$ cat config.mk
export PLATFORM = sky130hd
export DESIGN_NAME = switch_arbiter
export DESIGN_NICKNAME = d
export VERILOG_FILES = /design/src/rtl/switch_pkg.sv /design/src/rtl/switch_arbiter_port_age_counter.sv /design/src/rtl/switch_arbiter.sv
export SDC_FILE = /design/constraint.sdc
export NUM_CORES = 1
export LEC_CHECK = 0
export CORE_ASPECT_RATIO = 1.2
export CORE_MARGIN = 5
export CORE_UTILIZATION = 50
export DETAILED_ROUTE_END_ITERATION = 8
export MAX_ROUTING_LAYER = met4
export PLACE_DENSITY = 0.89
export SLEW_MARGIN = 10
export SYNTH_ARGS = -nofsm -noshare
export SYNTH_HDL_FRONTEND = slang
export SYNTH_SLANG_ARGS = --single-unit
$ cat constraint.sdc
create_clock -name clk -period 5.43 [get_ports clk]
set_input_delay 0.8145 -clock clk [delete_from_list [all_inputs] [get_ports clk]]
set_output_delay 0.8145 -clock clk [all_outputs]
set_load 0.1 [all_outputs]
$ cat src/rtl/switch_pkg.sv
// Shared types for the 4-port switch: port masks/indices and the port FSM and packet-type enums.
package switch_pkg;

   localparam int NUM_PORTS = 4;

   typedef logic [3:0] port_mask_t;
   typedef logic [1:0] port_idx_t;

   typedef enum logic [1:0] {
      IDLE,
      ROUTE,
      ARB_WAIT,
      TRANSMIT
   } state_t;

   typedef enum logic [1:0] {
      P_UNICAST,
      P_MULTICAST,
      P_BROADCAST
   } p_type_t;

endpackage

$ cat src/rtl/switch_arbiter_port_age_counter.sv
// Per-port saturating wait counter; flags a requester that has lost arbitration too often.
module port_age_counter #(
   parameter int STARVE_LIMIT = 8
) (
   input  logic clk,
   input  logic rst_n,
   input  logic waiting,
   input  logic clear,
   output logic urgent
);

   logic [3:0] cnt_q, cnt_d;

   always_comb begin
      cnt_d = cnt_q;
      if (clear) begin
         cnt_d = '0;
      end else if (waiting && (cnt_q != 4'hf)) begin
         cnt_d = cnt_q + 4'd1;
      end
   end

   always_ff @(posedge clk or negedge rst_n) begin
      if (!rst_n) cnt_q <= '0;
      else        cnt_q <= cnt_d;
   end

   assign urgent = (cnt_q >= 4'(STARVE_LIMIT));

endmodule

$ cat src/rtl/switch_arbiter.sv
// Round-robin, all-or-nothing multicast output arbiter for the 4-port switch.
// Define ARB_STARVE_EN to add per-port aging that lets starved requesters jump the scan.
module switch_arbiter
   import switch_pkg::*;
#(
   parameter int NUM_PORTS    = switch_pkg::NUM_PORTS,
   parameter int STARVE_LIMIT = 8
) (
   input  logic       clk,
   input  logic       rst_n,
   input  logic [3:0] req,
   input  logic [3:0] req_target0,
   input  logic [3:0] req_target1,
   input  logic [3:0] req_target2,
   input  logic [3:0] req_target3,
   output logic [3:0] grant,
   output logic [1:0] mux_sel0,
   output logic [1:0] mux_sel1,
   output logic [1:0] mux_sel2,
   output logic [1:0] mux_sel3,
   output logic [3:0] out_valid
);

   port_mask_t [NUM_PORTS-1:0] tgt;
   logic [NUM_PORTS-1:0]       eff_req, win, urgent;
   logic [NUM_PORTS-1:0]       grant_q, grant_d, out_valid_q, out_valid_d;
   port_idx_t  [NUM_PORTS-1:0] mux_sel_q, mux_sel_d;
   port_idx_t                  rr_ptr_q, rr_ptr_d;
   port_idx_t                  idx, first_idx;
   port_mask_t                 claimed;
   logic                       first_set;

   assign tgt = {req_target3, req_target2, req_target1, req_target0};

   // A port still sitting in its grant cycle must not be granted twice.
   always_comb begin
      for (int i = 0; i < NUM_PORTS; i++) begin
         eff_req[i] = req[i] & ~grant_q[i] & (tgt[i] != '0);
      end
   end

`ifdef ARB_STARVE_EN
   for (genvar g = 0; g < NUM_PORTS; g++) begin : g_age
      port_age_counter #(.STARVE_LIMIT(STARVE_LIMIT)) u_age (
         .clk    (clk),
         .rst_n  (rst_n),
         .waiting(eff_req[g] & ~win[g]),
         .clear  (grant_q[g] | ~req[g]),
         .urgent (urgent[g])
      );
   end
`else
   logic [3:0] unused_starve_limit;
   assign unused_starve_limit = 4'(STARVE_LIMIT);
   assign urgent = '0;
`endif

   // Pass 0 visits urgent ports, pass 1 the rest; both in rr order from rr_ptr.
   always_comb begin
      claimed   = '0;
      win       = '0;
      first_set = 1'b0;
      first_idx = rr_ptr_q;
      idx       = '0;
      for (int p = 0; p < 2; p++) begin
         for (int k = 0; k < NUM_PORTS; k++) begin
            idx = rr_ptr_q + port_idx_t'(k);
            if (eff_req[idx] && (urgent[idx] == (p == 0)) && ((tgt[idx] & claimed) == '0)) begin
               win[idx] = 1'b1;
               claimed  = claimed | tgt[idx];
               if (!first_set) begin
                  first_set = 1'b1;
                  first_idx = idx;
               end
            end
         end
      end
      grant_d  = win;
      rr_ptr_d = first_set ? first_idx + 2'd1 : rr_ptr_q;
   end

   // Masks are still stable during the grant cycle, so they steer the next transmit.
   always_comb begin
      out_valid_d = '0;
      mux_sel_d   = mux_sel_q;
      for (int i = 0; i < NUM_PORTS; i++) begin
         for (int j = 0; j < NUM_PORTS; j++) begin
            if (grant_q[i] && tgt[i][j]) begin
               out_valid_d[j] = 1'b1;
               mux_sel_d[j]   = port_idx_t'(i);
            end
         end
      end
   end

   always_ff @(posedge clk or negedge rst_n) begin
      if (!rst_n) begin
         grant_q     <= '0;
         out_valid_q <= '0;
         mux_sel_q   <= '0;
         rr_ptr_q    <= '0;
      end else begin
         grant_q     <= grant_d;
         out_valid_q <= out_valid_d;
         mux_sel_q   <= mux_sel_d;
         rr_ptr_q    <= rr_ptr_d;
      end
   end

   assign grant     = grant_q;
   assign out_valid = out_valid_q;
   assign mux_sel0  = mux_sel_q[0];
   assign mux_sel1  = mux_sel_q[1];
   assign mux_sel2  = mux_sel_q[2];
   assign mux_sel3  = mux_sel_q[3];

endmodule

* After elaboration in Yosys (flattened, before gate mapping) *
Index checks and enable logic that the tools add are counted.

word-level totals
  register bits = 18
  bits in latches = 0
  RAM bits = 0
  memory bits (read-only) = 0
  bits of input ports = 22
  output and inout port bits = 16
  word-level logic and storage cells = 206
  memories kept = 0

operators by class
  $add $sub $neg = 4
  multipliers = 0
  divide/modulo/power cells = 0
  $lt $le $gt $ge = 8
  equality and inequality tests = 0
  shift-type cells = 0
  mux-type cells = 101
  bitwise gates (word level) = 36
  reductions and logical operators = 50

operators with widths
  cell                 number
  $mux 4               19
  $mux 2               30
  $or 4x4->4           13
  $mux 1               36
  $logic_and 1x1->1    35
  $bmux 4 s2           4
  $reduce_bool 4->1    8
  $and 4x4->4          7
  $logic_not 4->1      7
  $bmux 1 s2           8
  $lt 2x3->1 const B   4
  $and 1x1->1          8
  $demux 1 s2          4
  $ge 2x1->1 const B   4
  $not 1->1            8
  $add 2x1->2 const B  2
  $add 2x2->2 const B  2

* Depth between registers and ports, before layout *
Gate-level depths: netlist of the first run.

  depth in word-level cells = 36
  mapped depth = 15
  depth with buffers taken out = 11

* Least setup slack after synthesis of the first run *
No wires, ideal clock.

  path type = reg-to-reg
  from = reg rr_ptr_q[0]
  to = reg rr_ptr_q[1]
  library setup time = 0.101 ns
  arrival = 3.727 ns
  data required time = 5.329 ns
  slack = 1.602 ns
  stages on the path, launching flop included = 15
  path buffers = 3
  clock period less this slack = 3.828 ns
  path through = dfrtp_1 > buf_2 > buf_2 > inv_1 > ha_1 > buf_2 > mux4_2 > a222oi_1 > inv_1 > a221o_1 > o22ai_1 > a211oi_2 > a211o_1 > a211o_1 > o311ai_2

on the way
  cells in the longest elaborated chain, start to end = 33
  elaborated cells on any way between the ends = 96
  those cells by class = add/sub (4); mux (53); bitwise (17); reduce/logical (22)

RTL lines
  what                                                                  line                   source
  start, declared                                                       switch_arbiter.sv:28   port_idx_t rr_ptr_q, rr_ptr_d;
  start signal, assigned                                                switch_arbiter.sv:106  rr_ptr_q <= rr_ptr_d;
  parallel branches: the longest is 33 deep, another holds $add 2x1->2  -

Several ways; the timed one is not identified. The select of a mux whose other input is x is not followed.
A chain may end at the register's enable or synchronous reset.

* Final worst setup path of the first run *
  from = in req_target0[0]
  to = reg rr_ptr_q[1]

on the way
  cells in the longest elaborated chain, start to end = 35
  elaborated cells on any way between the ends = 83
  those cells by class = add/sub (1); mux (45); bitwise (14); reduce/logical (23)

RTL lines
  what                          line                  source
  start, declared               switch_arbiter.sv:12  input logic [3:0] req_target0,
  $reduce_bool 4->1             switch_arbiter.sv:38  eff_req[i] = req[i] & ~grant_q[i] & (tgt[i] != '0);
  $and 1x1->1                   switch_arbiter.sv:38
  $bmux 1 s2                    switch_arbiter.sv:68  if (eff_req[idx] && (urgent[idx] == (p == 0)) && ((tgt[idx] & claimed) == '0)) begin
  $mux 1 (not written as such)  switch_arbiter.sv:68
  $logic_and 1x1->1             switch_arbiter.sv:68
  $mux 4                        switch_arbiter.sv:68
  $and 4x4->4                   switch_arbiter.sv:68
  $logic_not 4->1               switch_arbiter.sv:68
  [... 19 more ...]             -
  $logic_not 4->1               switch_arbiter.sv:68
  $logic_and 1x1->1             switch_arbiter.sv:68
  $mux 4                        switch_arbiter.sv:68
  $and 4x4->4                   switch_arbiter.sv:68
  $logic_not 4->1               switch_arbiter.sv:68
  $logic_and 1x1->1             switch_arbiter.sv:68
  $mux 2                        switch_arbiter.sv:68
  $add 2x1->2                   switch_arbiter.sv:79  rr_ptr_d = first_set ? first_idx + 2'd1 : rr_ptr_q;

Several ways; a longest one is shown, not always the timed one. The select of a mux whose other input is x is not followed.

==> results.txt, run 1 <==
- Wires add up to 5130 um.
- Weighted congestion reported at the end of routability-driven placement: 0.916
* Share of synthesized registers carrying an async set or reset: 1.00
* Row Count: 24
- Measured against its own limit, the worst slew margin works out to 0.342.
- Critical path type: primary input to register
- The final number of max-transition violations came to 0.
* Met1 usage: 0.277
- Vias per std cell: 7.14
- Total grt overflow: 0
- Setup violations remaining at the end of the flow were counted as 0.
- For met2 alone, demand over resource in global routing was 0.356.
- The multi-input combinational cells in the finished layout cover a total of 1290 um2.
- Initial antenna violation count: 0
- Sequential cell area in the final layout: 450 um2
- The worst setup path is captured at a register.
- Top area cells in the synthesized netlist: dfrtp_1 25%, mux4_2 24%, a22oi_1 6.6%
- Counting instances in the post-synthesis netlist gives the leading cell types as 24 x nand2_1, 19 x mux4_2, 18 x dfrtp_1, 16 x a22oi_1, 9 x a21oi_1.
- Number of vias in the routed layout: 1,728
- The via count of the first global-routing pass came to 1,792.
- The initial utilization of the core area, before any placement, comes to 0.507.
* Clk Tree Root Cell: clkbuf_8
- After detailed routing, the average wire length per cell comes to 21.2 um.
- HP Class: register to register
- Fraction of the cycle the final worst path needs: 0.778
- Final number of hold-violating endpoints: 0
* Gate count after technology mapping: 170
- Derived from the worst setup path, the maximum achievable clock frequency is 0.237 GHz.
* Number of buffers on the longest clock path: 2
- 0 antenna diodes ended up in the layout.
* Count of clock tree sinks: 18
* Register area share after synthesis: 0.248
- After synthesis, the mean cell area works out to 10.7 um2.
- For this run, design rule violations remaining after detail routing come to 0.
- The synthesized design contains 18 register bits.
- Yosys printed 0 warnings.
* Leading area contributor after synthesis: dfrtp_1
* Area of the core region: 3570 um2
- The detail route stage leaves a number of antenna-violating nets equal to 0.
- The first global-routing pass estimated 8650 um of wire.
- For the pin with the worst max-slew slack, the measured transition is 0.984 ns.
* Final-layout setup total negative slack: 0 ns
- Detailed placement finished with a half-perimeter wire length of 3740 um.
- Number of synthesized flops with an enable pin: 0
- Number of distinct library cells after synthesis: 47
- In this run the tool buffered the top-level ports with 37 buffer cells.
- Data arrival time of the critical path: 4.37 ns
- For the worst setup path, the data required time is 5.57 ns.
* Worst skew pair latency: 0.27 ns
* RSZ-0062 raised after global routing: false
- In the global route stage, met3 resource usage came out at 0.0533.
* Peak fanout along the critical path: 12
- The tool flagged a number of max-cap violations equal to 0.
- GRT Resource Usage Total: 0.229
- Share of layout cells above drive strength 1: 0.167
- In this run the cell area of the synthesized design comes to 1810 um2.
* Fill cells: 273
* Total CTS buffers: 3
- For this block, the initial DRC count from the detailed router was 115.
- Minimum clock period after layout: 4.22 ns
* Detailed-router iteration count before antenna repair: 4
- The die covers 4940 um2.
* Post-synth top area share: 0.248
* Synth Net Count: 196
* CTS resizes: 0
- Number of top-level design ports: 38
- In the post-synthesis netlist, the cell with the most instances is nand2_1.
* TritonCTS clock tree: built
- The area growth from synthesis to layout is 24.0%.
- Largest net degree at the start of global routing: 29
- The flow ran to the end, and the final reports show no timing, DRC or antenna violations.
* Layout Skew: 0.00496 ns
- CP Launch Type: primary input
- GRT Max-Usage Layer: met2
- Chip Height: 76.0 um
- Leading register cell type out of synthesis: dfrtp_1
- Count of buffers added by post-CTS timing repair for setup: 0
- Final net count: 230
- CTS Hold Bufs: 0
* Die width: 65.0 um
* CTS HTree Levels: 1
- Clk pin slew, worst setup/hold paths: 0.08 ns
## per-layer routing
layer	vias to the layer above	share of wire
li1	774	-
met1	852	0.40
met2	85	0.50
met3	17	0.066
met4	0	0.031
met5	-	0
## layout by cell type (no fill, tap or decap), types with 2 or more instances in the layout
cell / synthesis / routed
nand2_1: 24 / 24
o41ai_1: 3 / 3
buf_4: 1 / 2
a21o_1: 4 / 4
o41a_1: 3 / 3
clkdlybuf4s50_1: 0 / 37
mux4_2: 19 / 19
a211oi_1: 2 / 2
o211ai_1: 2 / 2
a22oi_1: 16 / 16
clkbuf_8: 0 / 4
o21ai_0: 2 / 2
dfrtp_1: 18 / 18
a22o_1: 5 / 5
inv_1: 4 / 4
a221o_1: 6 / 6
nor2_1: 6 / 6
a21oi_1: 9 / 9
nor2b_1: 4 / 4
ha_1: 4 / 4
a211oi_2: 2 / 2
a211o_1: 3 / 3
## metrics by stage
step,hold WS (ns),setup WS (ns),utilization,area [um2],std cells
5_1_grt,0.509,1.10,0.629,2250,242
4_1_cts,0.492,1.27,0.629,2250,242
6_report,0.489,1.21,0.629,2250,242
2_1_floorplan,0.519,1.60,-,1810,170
3_5_place_dp,0.475,0.998,0.614,2190,238
3_3_place_gp,0.465,1.08,0.614,2190,238
## cell families (layout without fill, tap and decap cells)
group | count (synthesis) | after routing | share of synthesized area
buffers and inverters | 15 | 48 | 0.0400
AOI/OAI and AO/OA | 67 | 67 | 0.302
and+or+nand+nor | 43 | 43 | 0.117
xor gates and xnor gates | 2 | 2 | 0.00966
DFF | 18 | 18 | 0.248
adders and majority gates | 4 | 4 | 0.0276
muxes | 21 | 21 | 0.256
## worst max-delay path, cell delays in order
cell and delay (ns):
clkdlybuf4s50_1 0.51, or4_4 0.58, and3b_1 0.18, mux4_2 0.59, a221oi_2 0.72, a221o_1 0.27
a211oi_2 0.10, a2111oi_0 0.35, a211o_1 0.17, o311ai_2 0.08
## area by class of cell
cell class,instances,area share
inverter,5,0.00835
timing repair buffer,39,0.171
sequential,18,0.200
multi-input combinational,137,0.574
tap,39,0.0217
clock buffer,4,0.0245
## final timing paths
kind / from / endpoint / slack (ns) / cells after the start
min in group asynchronous: rst_n / out_valid[2] / 1.02 / 1
hold / removal: mux_sel0[1] / mux_sel0[1] / 0.49 / 2
hold reg to reg: mux_sel0[1] / mux_sel0[1] / 0.49 / 2
max in group asynchronous: rst_n / grant[3] / 3.90 / 1
setup / recovery: req_target0[0] / rr_ptr_q[1] / 1.21 / 10
setup reg to reg: rr_ptr_q[0] / rr_ptr_q[1] / 1.27 / 11
## state kept, by name, summed over array words and instances, names as in the netlist
signal and count:
mux_sel2 2, mux_sel3 2, mux_sel1 2, grant 4
rr_ptr_q 2, mux_sel0 2, out_valid 4
Power of run 1 is left out: the tool's default activity adds up to more than one toggle a clock period on the data nets, which glitch-free logic cannot reach.
==> run 2, diff against run 1 <==
Settings changed: CORE_UTILIZATION 50 to 47, PLACE_DENSITY 0.89 to 0.88.
Clock period 5.43 ns to 3.6 ns, I/O delays scaled along.
==> run 2 against run 1 <==
Effect of this change:
- setup slack worse by 1.0 ns
- final cell count is 17% higher
- register-to-register slack worse by 0.95 ns
==> results.txt, run 2 (synthesis gave the netlist of run 1 again) <==
* Most common cell after layout, fill and taps aside: clkdlybuf4s50_1
- The largest net degree at the start of global routing was 29 (unchanged).
- STA classifies the critical path startpoint as a primary input.
* Final core occ: 0.677 (+0.0476)
- Row Count: 24 (unchanged)
* Number of failing setup endpoints in the final timing report: 0 (unchanged)
- Weighted congestion reported at the end of routability-driven placement: 0.956 (+4.3%)
- Number of buffers on the longest clock path: 2 (unchanged)
* Post-detail-place hpwl: 4260 um (+14%)
* Minimum clock period after layout: 3.44 ns
* Max-slew headroom: 0.344 (+0.00161)
- Wire length of the first global-routing pass: 8960 um (+3.7%)
- Total CTS buffers: 3 (unchanged)
* GRT Resource Usage Total: 0.227 (-0.00117)
- Detailed-router iteration count before antenna repair: 5 (+1)
* Antenna Violating Nets Remaining: 0 (unchanged)
* Share of layout cells above drive strength 1: 0.273 (+0.105)
- The clock latency of the later-clocked register in the worst-skew pair came to 0.26 ns (about the same).
- The largest driver fanout on the critical path was 6 (-6).
* Via count of the first global-routing pass: 1,877 (+4.7%)
- Number of vias in the routed layout: 1,869 (+8.2%)
- Port Buf Inserts: 37 (unchanged)
- Area growth syn-to-layout: 37.9%
- Run status: finished clean
* TritonCTS clock tree: built
* Clk pin slew, worst setup/hold paths: 0.07 ns (about the same)
* Detailed-route wire length per cell: 19.6 um (-7.4%)
- Static timing analysis puts the maximum clock frequency at 0.291 GHz.
* Chip Height: 78.0 um (+2.7%)
* Post-route DRC: 0 (unchanged)
- HP Class: register to register
- Critical path type: primary input to register
* Vias per std cell: 6.60 (-7.5%)
* Final net count: 258 (+12%)
* Count of maximum capacitance violations: 0 (unchanged)
- The area of the core region is 3690 um2 (+3.4%).
* Number of max-slew violations in the final report: 0 (unchanged)
- The area of the die came to 5200 um2 (+5.5%).
* Number of top-level design ports: 38 (unchanged)
- The total wirelength of the detailed-routed design is 5560 um (+8.2%).
* Initial Util: 0.491 (-0.0165)
* Clk Tree Root Cell: clkbuf_8
* Setup crit end kind: register
- Most used cells in the layout excluding fill and tap cells: 37 x clkdlybuf4s50_1, 30 x buf_4, 24 x nand2_1
- Dividing the final minimum period by the clock period gives 0.955.
* Layout Skew: 0.00298 ns (-0.00198 ns)
* Antenna diode count: 0 (unchanged)
* Initial antenna violation count: 0 (unchanged)
- Slew at the pin with the worst max-slew slack: 0.981 ns (-0.00240 ns)
* Die width: 66.7 um (+2.7%)
- Final number of hold-violating endpoints: 0 (unchanged)
* Data arrival time of the critical path: 3.58 ns (-0.79 ns)
* Count of clock tree sinks: 18 (unchanged)
- CTS HTree Levels: 1 (unchanged)
* Total grt overflow: 0 (unchanged)
- CP required: 3.74 ns (-1.83 ns)
- The number of DRC violations after detailed-routing iteration 0 came to 120 (+4.3%).
run 2: area by class of cell:
cell class                 instances  area, um2
clock buffer                       4       55.1
fill                             273       1190
inverter                           5       18.8
multi-input combinational        137       1320
sequential                        18        450
tap                               52       65.1
timing repair buffer              67        596
run 2: worst max-delay path, stage by stage:
cell	delay, ns
clkdlybuf4s50_1	0.45
or4_4	0.56
and3b_1	0.18
mux4_2	0.53
buf_4	0.20
a221o_1	0.33
a211oi_2	0.27
buf_4	0.16
a211oi_2	0.04
a221o_1	0.31
run 2: worst paths after layout:
check | from | endpoint | slack (ns) | cells after the start
max | req_target0[0] | grant[3] | 0.16 | 10
min | mux_sel3[1] | mux_sel3[1] | 0.48 | 2
max reg2reg | rr_ptr_q[0] | rr_ptr_q[1] | 0.32 | 12
min reg2reg | mux_sel3[1] | mux_sel3[1] | 0.48 | 2
max in group asynchronous | rst_n | mux_sel3[1] | 2.29 | 1
min in group asynchronous | rst_n | mux_sel2[0] | 0.77 | 1
run 2: stage by stage:
| stage | setup TNS (ns) | cell area (um2) | cells | setup slack, ns | hold slack [ns] |
|---|---|---|---|---|---|
| final | 0 | 2500 | 283 | 0.161 | 0.484 |
| after global routing | -0.0178 | 2500 | 283 | -0.0178 | 0.514 |
| after CTS | 0 | 2470 | 282 | 0.137 | 0.481 |
| after detailed placement | -0.333 | 2410 | 278 | -0.117 | 0.463 |
| after global placement | 0 | 2410 | 278 | 0.000691 | 0.464 |
| after floorplan | 0 | 1820 | 170 | 0.0318 | 0.244 |
run 2: metal layers:
| layer | global-route usage | vias to the layer above | part of all wire |
|---|---|---|---|
| met5 | - | - | 0 |
| li1 | - | 834 | - |
| met3 | 0.0343 | 18 | 0.067 |
| met1 | 0.286 | 913 | 0.40 |
| met2 | 0.367 | 104 | 0.50 |
| met4 | 0.0874 | 0 | 0.025 |
run 2: repair_timing:
action                                  in CTS  in global routing
resized for setup                            0                  4
setup buffers                                0                  1
endpoints found under the setup margin       0                  5
hold buffers                                 0                  0
Power of run 2 is left out for the same reason.
